==> config.mk <==
export PLATFORM = sky130hd
export DESIGN_NAME = mbs_bus_arbiter
export DESIGN_NICKNAME = d
export VERILOG_FILES = /design/src/rtl/mbs_bus_pkg.sv /design/src/rtl/mbs_hold_timer.sv /design/src/rtl/mbs_bus_arbiter.sv
export SDC_FILE = /design/constraint.sdc
export NUM_CORES = 1
export LEC_CHECK = 0
export BUFFER_PORTS_ARGS = -buffer_cell sky130_fd_sc_hd__buf_2
export CAP_MARGIN = 30
export CORE_AREA = 2 2 116 118
export CTS_CLUSTER_DIAMETER = 120
export DETAILED_ROUTE_END_ITERATION = 12
export DIE_AREA = 0 0 118 120
export PLACE_DENSITY = 0.46
export REMOVE_ABC_BUFFERS = 1
export SETUP_SLACK_MARGIN = 0.3
export SYNTH_ARGS = -nofsm -noshare
export SYNTH_HDL_FRONTEND = slang
export SYNTH_SLANG_ARGS = --single-unit
==> constraint.sdc <==
create_clock -name clk -period 2.38 [get_ports clk]
set_input_delay 0.595 -clock clk [delete_from_list [all_inputs] [get_ports clk]]
set_output_delay 0.595 -clock clk [all_outputs]
set_load 0.05 [all_outputs]
==> src/rtl/mbs_bus_pkg.sv <==
// Shared definitions for the MBSsoc system-bus arbiter and its bus consumers.
package mbs_bus_pkg;

    localparam int MBS_DATA_W  = 32;
    localparam int MBS_ADDR_W  = 32;
    localparam int MBS_CTRL_W  = 32;
    localparam int MBS_TIMEOUT = 15;

    typedef enum logic [1:0] {
        IDLE = 2'd0,
        OWN0 = 2'd1,
        OWN1 = 2'd2,
        TURN = 2'd3
    } arb_state_t;

endpackage

==> src/rtl/mbs_hold_timer.sv <==
// Saturating ownership-hold counter; flags expiry once TIMEOUT owned cycles have elapsed.
module mbs_hold_timer #(
    parameter int TIMEOUT = 15
) (
    input  logic i_clk,
    input  logic i_rst,
    input  logic i_clr,
    input  logic i_en,
    output logic o_expired
);

    localparam int CNT_W = (TIMEOUT > 0) ? $clog2(TIMEOUT + 1) : 1;
    localparam logic [CNT_W-1:0] SAT_VAL = CNT_W'(TIMEOUT);

    logic [CNT_W-1:0] r_cnt;

    // Count owned cycles, saturating at TIMEOUT; cleared on entry to and outside ownership.
    always_ff @(posedge i_clk) begin
        if (i_rst || i_clr) begin
            r_cnt <= '0;
        end else if (i_en && (r_cnt != SAT_VAL)) begin
            r_cnt <= r_cnt + CNT_W'(1);
        end else begin
            r_cnt <= r_cnt;
        end
    end

    assign o_expired = (TIMEOUT != 0) && (r_cnt == SAT_VAL);

endmodule

==> src/rtl/mbs_bus_arbiter.sv <==
// Two-master round-robin system-bus arbiter with bounded hold time and a dead TURN cycle between owners.
module mbs_bus_arbiter
    import mbs_bus_pkg::*;
#(
    parameter int DATA_W  = MBS_DATA_W,
    parameter int ADDR_W  = MBS_ADDR_W,
    parameter int CTRL_W  = MBS_CTRL_W,
    parameter int TIMEOUT = MBS_TIMEOUT
) (
    input  logic              clk,
    input  logic              rst,
    input  logic [1:0]        req,
    input  logic              cpu1_en,
    input  logic [ADDR_W-1:0] m0_addr,
    input  logic [ADDR_W-1:0] m1_addr,
    input  logic [DATA_W-1:0] m0_data,
    input  logic [DATA_W-1:0] m1_data,
    input  logic [CTRL_W-1:0] m0_ctrl,
    input  logic [CTRL_W-1:0] m1_ctrl,
    output logic [1:0]        grant,
    output logic [1:0]        cpu_pause,
    output logic [ADDR_W-1:0] addr_bus,
    output logic [DATA_W-1:0] data_bus,
    output logic [CTRL_W-1:0] ctrl_bus,
    output logic [1:0]        arb_state
);

    arb_state_t r_state;
    arb_state_t w_next_state;
    logic       r_last;
    logic [1:0] r_grant;
    logic [1:0] w_req_masked;
    logic       w_own;
    logic       w_expired;

    assign w_req_masked = {req[1] & cpu1_en, req[0]};
    assign w_own        = (r_state == OWN0) || (r_state == OWN1);

    mbs_hold_timer #(.TIMEOUT(TIMEOUT)) u_hold_timer (
        .i_clk     (clk),
        .i_rst     (rst),
        .i_clr     (!w_own || (w_next_state != r_state)),
        .i_en      (w_own),
        .o_expired (w_expired)
    );

    // Next-state logic: round-robin pick when the bus is free, release/preempt when owned.
    always_comb begin
        w_next_state = r_state;
        case (r_state)
            IDLE, TURN: begin
                if (w_req_masked == 2'b11) begin
                    w_next_state = r_last ? OWN0 : OWN1;
                end else if (w_req_masked[0]) begin
                    w_next_state = OWN0;
                end else if (w_req_masked[1]) begin
                    w_next_state = OWN1;
                end else begin
                    w_next_state = IDLE;
                end
            end
            OWN0: begin
                if (!w_req_masked[0] || (w_expired && w_req_masked[1])) begin
                    w_next_state = TURN;
                end else begin
                    w_next_state = OWN0;
                end
            end
            OWN1: begin
                // Masked request also covers the forced release when cpu1_en drops.
                if (!w_req_masked[1] || (w_expired && w_req_masked[0])) begin
                    w_next_state = TURN;
                end else begin
                    w_next_state = OWN1;
                end
            end
            default: w_next_state = IDLE;
        endcase
    end

    // State, registered grant and last-granted core.
    always_ff @(posedge clk) begin
        if (rst) begin
            r_state <= IDLE;
            r_grant <= 2'b00;
            r_last  <= 1'b1;
        end else begin
            r_state <= w_next_state;
            r_grant <= {w_next_state == OWN1, w_next_state == OWN0};
            if ((w_next_state == OWN0) && (r_state != OWN0)) begin
                r_last <= 1'b0;
            end else if ((w_next_state == OWN1) && (r_state != OWN1)) begin
                r_last <= 1'b1;
            end else begin
                r_last <= r_last;
            end
        end
    end

    // Owner's fields onto the shared bus; zero when nobody owns it.
    always_comb begin
        addr_bus = {ADDR_W{1'b0}};
        data_bus = {DATA_W{1'b0}};
        ctrl_bus = {CTRL_W{1'b0}};
        case (r_state)
            OWN0: begin
                addr_bus = m0_addr;
                data_bus = m0_data;
                ctrl_bus = m0_ctrl;
            end
            OWN1: begin
                addr_bus = m1_addr;
                data_bus = m1_data;
                ctrl_bus = m1_ctrl;
            end
            default: begin
                addr_bus = {ADDR_W{1'b0}};
                data_bus = {DATA_W{1'b0}};
                ctrl_bus = {CTRL_W{1'b0}};
            end
        endcase
    end

    assign grant     = r_grant;
    assign cpu_pause = w_req_masked & ~r_grant;
    assign arb_state = r_state;

endmodule

Yosys cells after proc, flatten, opt, wreduce, memory -nomap -nowiden
Cells that the tools add are included.

Bits in registers: 9. Input port bits: 197. Output and inout bits: 102. Word-level logic and storage cells: 47.

Add/subtract/negate cells: 1. Equal/unequal tests: 11. Multiplexer cells: 12. Bitwise gates (word level): 3. Reduce and logical (&&, ||, !) cells: 16.

Operator list (number): $pmux W32 S2 (3); $mux W2 (5); $eq A2 B2 Y1 const B (4); $pmux W2 S3 (1); $logic_and A1 B1 Y1 (5); $logic_or A1 B1 Y1 (5); $add A4 B1 Y4 const B (1); $eq A2 B1 Y1 const B (2); $eq A4 B4 Y1 const B (1); $ne A4 B4 Y1 const B (1); $logic_not A1 Y1 (3); $mux W1 (3); $and A2 B2 Y2 (1); $logic_not A2 Y1 (1); $ne A2 B1 Y1 const B (1); $ne A2 B2 Y1 (1); $ne A2 B2 Y1 const B (1); $not A2 Y2 (1); $reduce_bool A2 Y1 (1); $reduce_or A2 Y1 (1); $and A1 B1 Y1 (1).

Depth between registers and ports, before layout
Word-level depth: 9. Gate-level depth with buffers: 8. Depth with buffers taken out: 7.

Hierarchy
Synthesis repeated with hierarchy kept, for this count alone.

Cell total of the unflattened synthesis: 284. Area total of the unflattened synthesis: 1761.7 um^2.

By module, submodules not included: mbs_bus_arbiter (instances 1, cells an instance 262, area an instance 1550.2 um^2); mbs_hold_timer (instances 1, cells an instance 22, area an instance 211.5 um^2).

Worst setup path before layout
OpenSTA, ideal clock, no wires.

Path type: register to output. Start point: register r_state[1] (netlist: arb_state[1]). End point: output data_bus[21]. Arrival: 2.405 ns. Data required time: 1.785 ns. Path slack: -0.620 ns. Stages on the path, launching flop included: 7. Buffers on the path: 3. Cells stage by stage: dfxtp_1 ha_1 buf_6 clkbuf_1 clkbuf_1 a22oi_1 nor2_1.

Cells in the longest elaborated chain, start to end: 2. Elaborated cells on any way between the ends: 3. Classes of those cells: eq/ne (2); mux (1).

RTL lines: start: declaration (RTL line mbs_bus_arbiter.sv:28) `arb_state_t r_state;`; start signal: assignment (RTL line mbs_bus_arbiter.sv:88) `r_state <= w_next_state;`; $eq A2 B2 Y1 or $eq A2 B1 Y1 (tied branches) (RTL line mbs_bus_arbiter.sv:105) `case (r_state)`; $pmux W32 S2 * (RTL line mbs_bus_arbiter.sv:105); end: declaration (RTL line mbs_bus_arbiter.sv:23) `output logic [DATA_W-1:0] data_bus,`.

Every way passes the cells marked *; elsewhere a longest branch is shown, timed or not.

Final worst setup path
Start point: register r_state[0] (netlist: arb_state[0]). End point: output addr_bus[17].

Cells in the longest elaborated chain, start to end: 2. Elaborated cells on any way between the ends: 3. Classes of those cells: eq/ne (2); mux (1).

RTL lines: $eq A2 B2 Y1 or $eq A2 B1 Y1 (tied branches) (RTL line mbs_bus_arbiter.sv:105); $pmux W32 S2 * (RTL line mbs_bus_arbiter.sv:105); end: declaration (RTL line mbs_bus_arbiter.sv:22) `output logic [ADDR_W-1:0] addr_bus,`.

Marks and branches as above.

==> reports/summary.md <==
## Run status
• result of the run: finished clean

## Yosys
• most instantiated cells after synthesis: sky130_fd_sc_hd__nor2_1, sky130_fd_sc_hd__a22oi_1, sky130_fd_sc_hd__clkbuf_1
• Yosys warnings: 0
• count of unique library cells instantiated by Yosys: 33
• post-synthesis average cell area: 6.08 µm²
• most used flip-flop cell after synthesis: sky130_fd_sc_hd__dfxtp_1
• post-synthesis sequential element count: 9
• cell types with the largest area share after synthesis: sky130_fd_sc_hd__a22oi_1, sky130_fd_sc_hd__nor2_1, sky130_fd_sc_hd__dfxtp_1, sky130_fd_sc_hd__clkbuf_1, sky130_fd_sc_hd__ha_1
• post-synthesis instance area: 0.00176 mm²
• dominant cell type by area after synthesis: sky130_fd_sc_hd__a22oi_1
• most instantiated library cell after synthesis: sky130_fd_sc_hd__nor2_1
• FFs w/ async S/R, synth: 0
• EDFF count, synth: 0
• cells after synthesis: 289
• share of the synthesized area in the top cell type: 0.410
• part of the Yosys area used for sequential elements: 0.102

## Detailed routing
• average wire length per cell after detail routing: 16.8 µm
• TritonRoute pass-1 iters: 4
• drt via density: 4.66
• DRT Wirelength: 12900 µm
• count of antenna-violating nets left after detailed routing: 0
• number of design-rule violations left by the first detailed-router iteration: 212
• Remaining DRCs: 0
• vias post-DR: 3580

## Pwr
• power density over the cells: 1440 mW/mm²
• static leakage: 2.18 nW
• Reg power frac: 0.034
• maximum resistive drop on vdd: 0.00108 V
• Clk network pwr share: 0.043
• design internal power: 2.95 mW
• power dissipated by switching net loads: 4.02 mW
• switching power as a share of total power: 0.577
• share of power burned in combinational logic: 0.923

## Critical path
• CP arrival: 1.62 ns
• Max FO, Critical Path: 7
• endpoint kind of the worst setup timing path: primary output
• highest cell delay on the worst timing path: 0.37 ns
• Worst Path Required: 1.78 ns
• cells along the critical path: inv_4, ha_4, buf_12, clkbuf_16, a22oi_2, nor2_1, buf_6
• Slowest cell on crit path: sky130_fd_sc_hd__dfxtp_4
• kind of critical path: reg -> out
• element type at the critical path start: flop

## Finish
• Final #Nets: 790
• fill cell total of the finished layout: 1333
• fraction of final layout cells sized beyond drive strength 1: 0.691
• area added between synthesis and finish: 175%

## Placed design
• post-detail-place hpwl: 8610 µm
• number of input and output port buffers inserted: 298
• weighted congestion at the end of routability-driven global placement: 0.863
• pre-CTS worst setup slack: 0.168 ns

## STA
• Fin. Hold Viols: 0
• worst slew pin tran: 0.438 ns
• final period demand of the worst path: 2.21 ns
• worst-case setup margin in the final layout: 0.165 ns
• achievable frequency: 0.452 GHz
• Slew Viols, Final: 0
• summed negative setup slack over all endpoints: 0 ns
• unrepaired setup endpoints after global routing: yes
• maximum clock skew at final layout: 0.000507 ns
• share of the clock period used by the worst path after layout: 0.931
• headroom to the max-slew limit: 0.706
• number of failing setup endpoints in the final timing report: 0

## Global route
• residual overflow from global routing: 0
• global-route total usage across every layer: 0.161
• global-route wire length before repair: 18500 µm
• number of global-route vias before repair: 3481
• initial antenna violation count: 4
• largest net degree at the start of global routing: 55

## Job
• Max-Cap Viols: 0

## Clocking
• clock tree root buffer cell: sky130_fd_sc_hd__clkbuf_16
• Clock Latency Late Sink: 0.24 ns
• clock-pin slew of the registers on the worst-case setup and hold paths: 0.04 ns
• number of buffers inserted by hold repair at cts: 0
• maximum buffer depth of the clock tree: 2
• number of buffers inserted during clock tree synthesis: 3
• number of sinks on the clock net: 9
• Clock H-tree levels: 1
• CTS tree: done

## Floorplanning
• number of rows created at floorplan: 42
• I/O pin cnt: 299
• area enclosed by the die boundary: 0.0142 mm²
• height of the die: 120 µm
• Std-Cell Core Area: 0.0130 mm²
• starting utilization of the core area: 0.135
• die span in x: 118 µm

## Hold path
• type of the most critical hold path: reg -> reg

sequential cells by signal (all words and copies together), names as in the netlist:
| signal | cells |
|---|---|
| arb_state | 2 |
| grant | 2 |
| u_hold_timer.r_cnt | 4 |
| r_last | 1 |
critical path: cells and delay by family (launching register included):
kind | cells | cell delay [ns]
simple gates | 1 | 0.08
compound gates | 1 | 0.22
flops | 1 | 0.37
fa+ha+maj | 1 | 0.21
buf+inv | 4 | 0.50
path summary, 6_finish.rpt:
kind	startpoint	endpoint	slack [ns]	cells after the start
max	arb_state[0]$_SDFF_PP0_	addr_bus[17]	0.17	7
min	r_last$_SDFFE_PP1P_	r_last$_SDFFE_PP1P_	0.55	1
max reg2reg	arb_state[0]$_SDFF_PP0_	u_hold_timer.r_cnt[3]$_SDFFE_PP0P_	0.43	9
min reg2reg	r_last$_SDFFE_PP1P_	r_last$_SDFFE_PP1P_	0.55	1
power by group through the flow:
stage	clock network [mW]	registers [mW]	logic, mW
after global placement	0	0.229	4.55
after global routing	0.315	0.242	6.79
after CTS	0.308	0.236	5.90
after floorplan	0	0.315	3.07
final	0.300	0.236	6.44
after detailed placement	0	0.230	4.58
cell usage in the layout (no fill, tap or decap), types with 2 or more instances in the layout:
master | Yosys | final
sky130_fd_sc_hd__dfxtp_1 | 9 | 7
sky130_fd_sc_hd__a22oi_2 | 0 | 50
sky130_fd_sc_hd__inv_1 | 4 | 2
sky130_fd_sc_hd__xnor2_1 | 2 | 2
sky130_fd_sc_hd__and4_2 | 2 | 2
sky130_fd_sc_hd__nand2_1 | 6 | 6
sky130_fd_sc_hd__o22ai_1 | 2 | 2
sky130_fd_sc_hd__diode_2 | 0 | 4
sky130_fd_sc_hd__buf_16 | 0 | 10
sky130_fd_sc_hd__ha_4 | 0 | 2
sky130_fd_sc_hd__buf_6 | 2 | 68
sky130_fd_sc_hd__dfxtp_4 | 0 | 2
sky130_fd_sc_hd__nor2_2 | 0 | 13
sky130_fd_sc_hd__clkbuf_16 | 0 | 6
sky130_fd_sc_hd__o21ai_0 | 2 | 2
sky130_fd_sc_hd__nor2_1 | 104 | 91
sky130_fd_sc_hd__nor3_1 | 4 | 4
sky130_fd_sc_hd__buf_2 | 1 | 202
sky130_fd_sc_hd__nor4b_1 | 2 | 2
sky130_fd_sc_hd__a21oi_1 | 4 | 4
sky130_fd_sc_hd__buf_4 | 0 | 35
sky130_fd_sc_hd__buf_12 | 0 | 10
sky130_fd_sc_hd__a22oi_1 | 96 | 46
sky130_fd_sc_hd__nand3_1 | 2 | 2
cells by family after synthesis:
logic type               after synthesis  share of synthesized area
adder cells (fa/ha/maj)                3                     0.0214
flip-flops                             9                      0.102
buffers and inverters                 37                     0.0939
AND/OR/NAND/NOR                      127                      0.303
XOR/XNOR                               3                     0.0149
multiplexers                           1                    0.00569
AO/OA/AOI/OAI                        109                      0.458
cell type report:
class	count	area, µm²	area share
repair buffers	329	2610	0.538
multi-input cells	243	1720	0.355
inverters	4	17.5	0.00362
clock buffers	4	78.8	0.0163
flip-flops and latches	9	188	0.0388
well taps	176	220	0.0455
diodes	4	10.0	0.00207
per-stage QoR:
stage	power [mW]	utilization	instances	hold slack [ns]	area, µm²
global placement	4.78	0.267	736	0.541	3470
CTS	6.44	0.343	757	0.550	4450
floorplan	3.38	-	256	0.516	1610
global route	7.34	0.372	766	0.590	4830
detailed placement	4.81	0.267	736	0.541	3470
finish	6.98	0.373	769	0.554	4840
per-layer routing:
layer,vias up,track usage,wire length [µm]
met5,-,0,0
met4,0,0.0407,177
met3,11,0.0399,1040
met2,172,0.284,6550
met1,1721,0.195,5160
li1,1676,-,-
repair_timing:
action                                  CTS  global route
resized for setup                       185            64
pin swaps                                 9            26
endpoints found under the setup margin   96            96
setup buffers                             8             3
cloned                                    9             5
(Power assumes the default switching activity.)
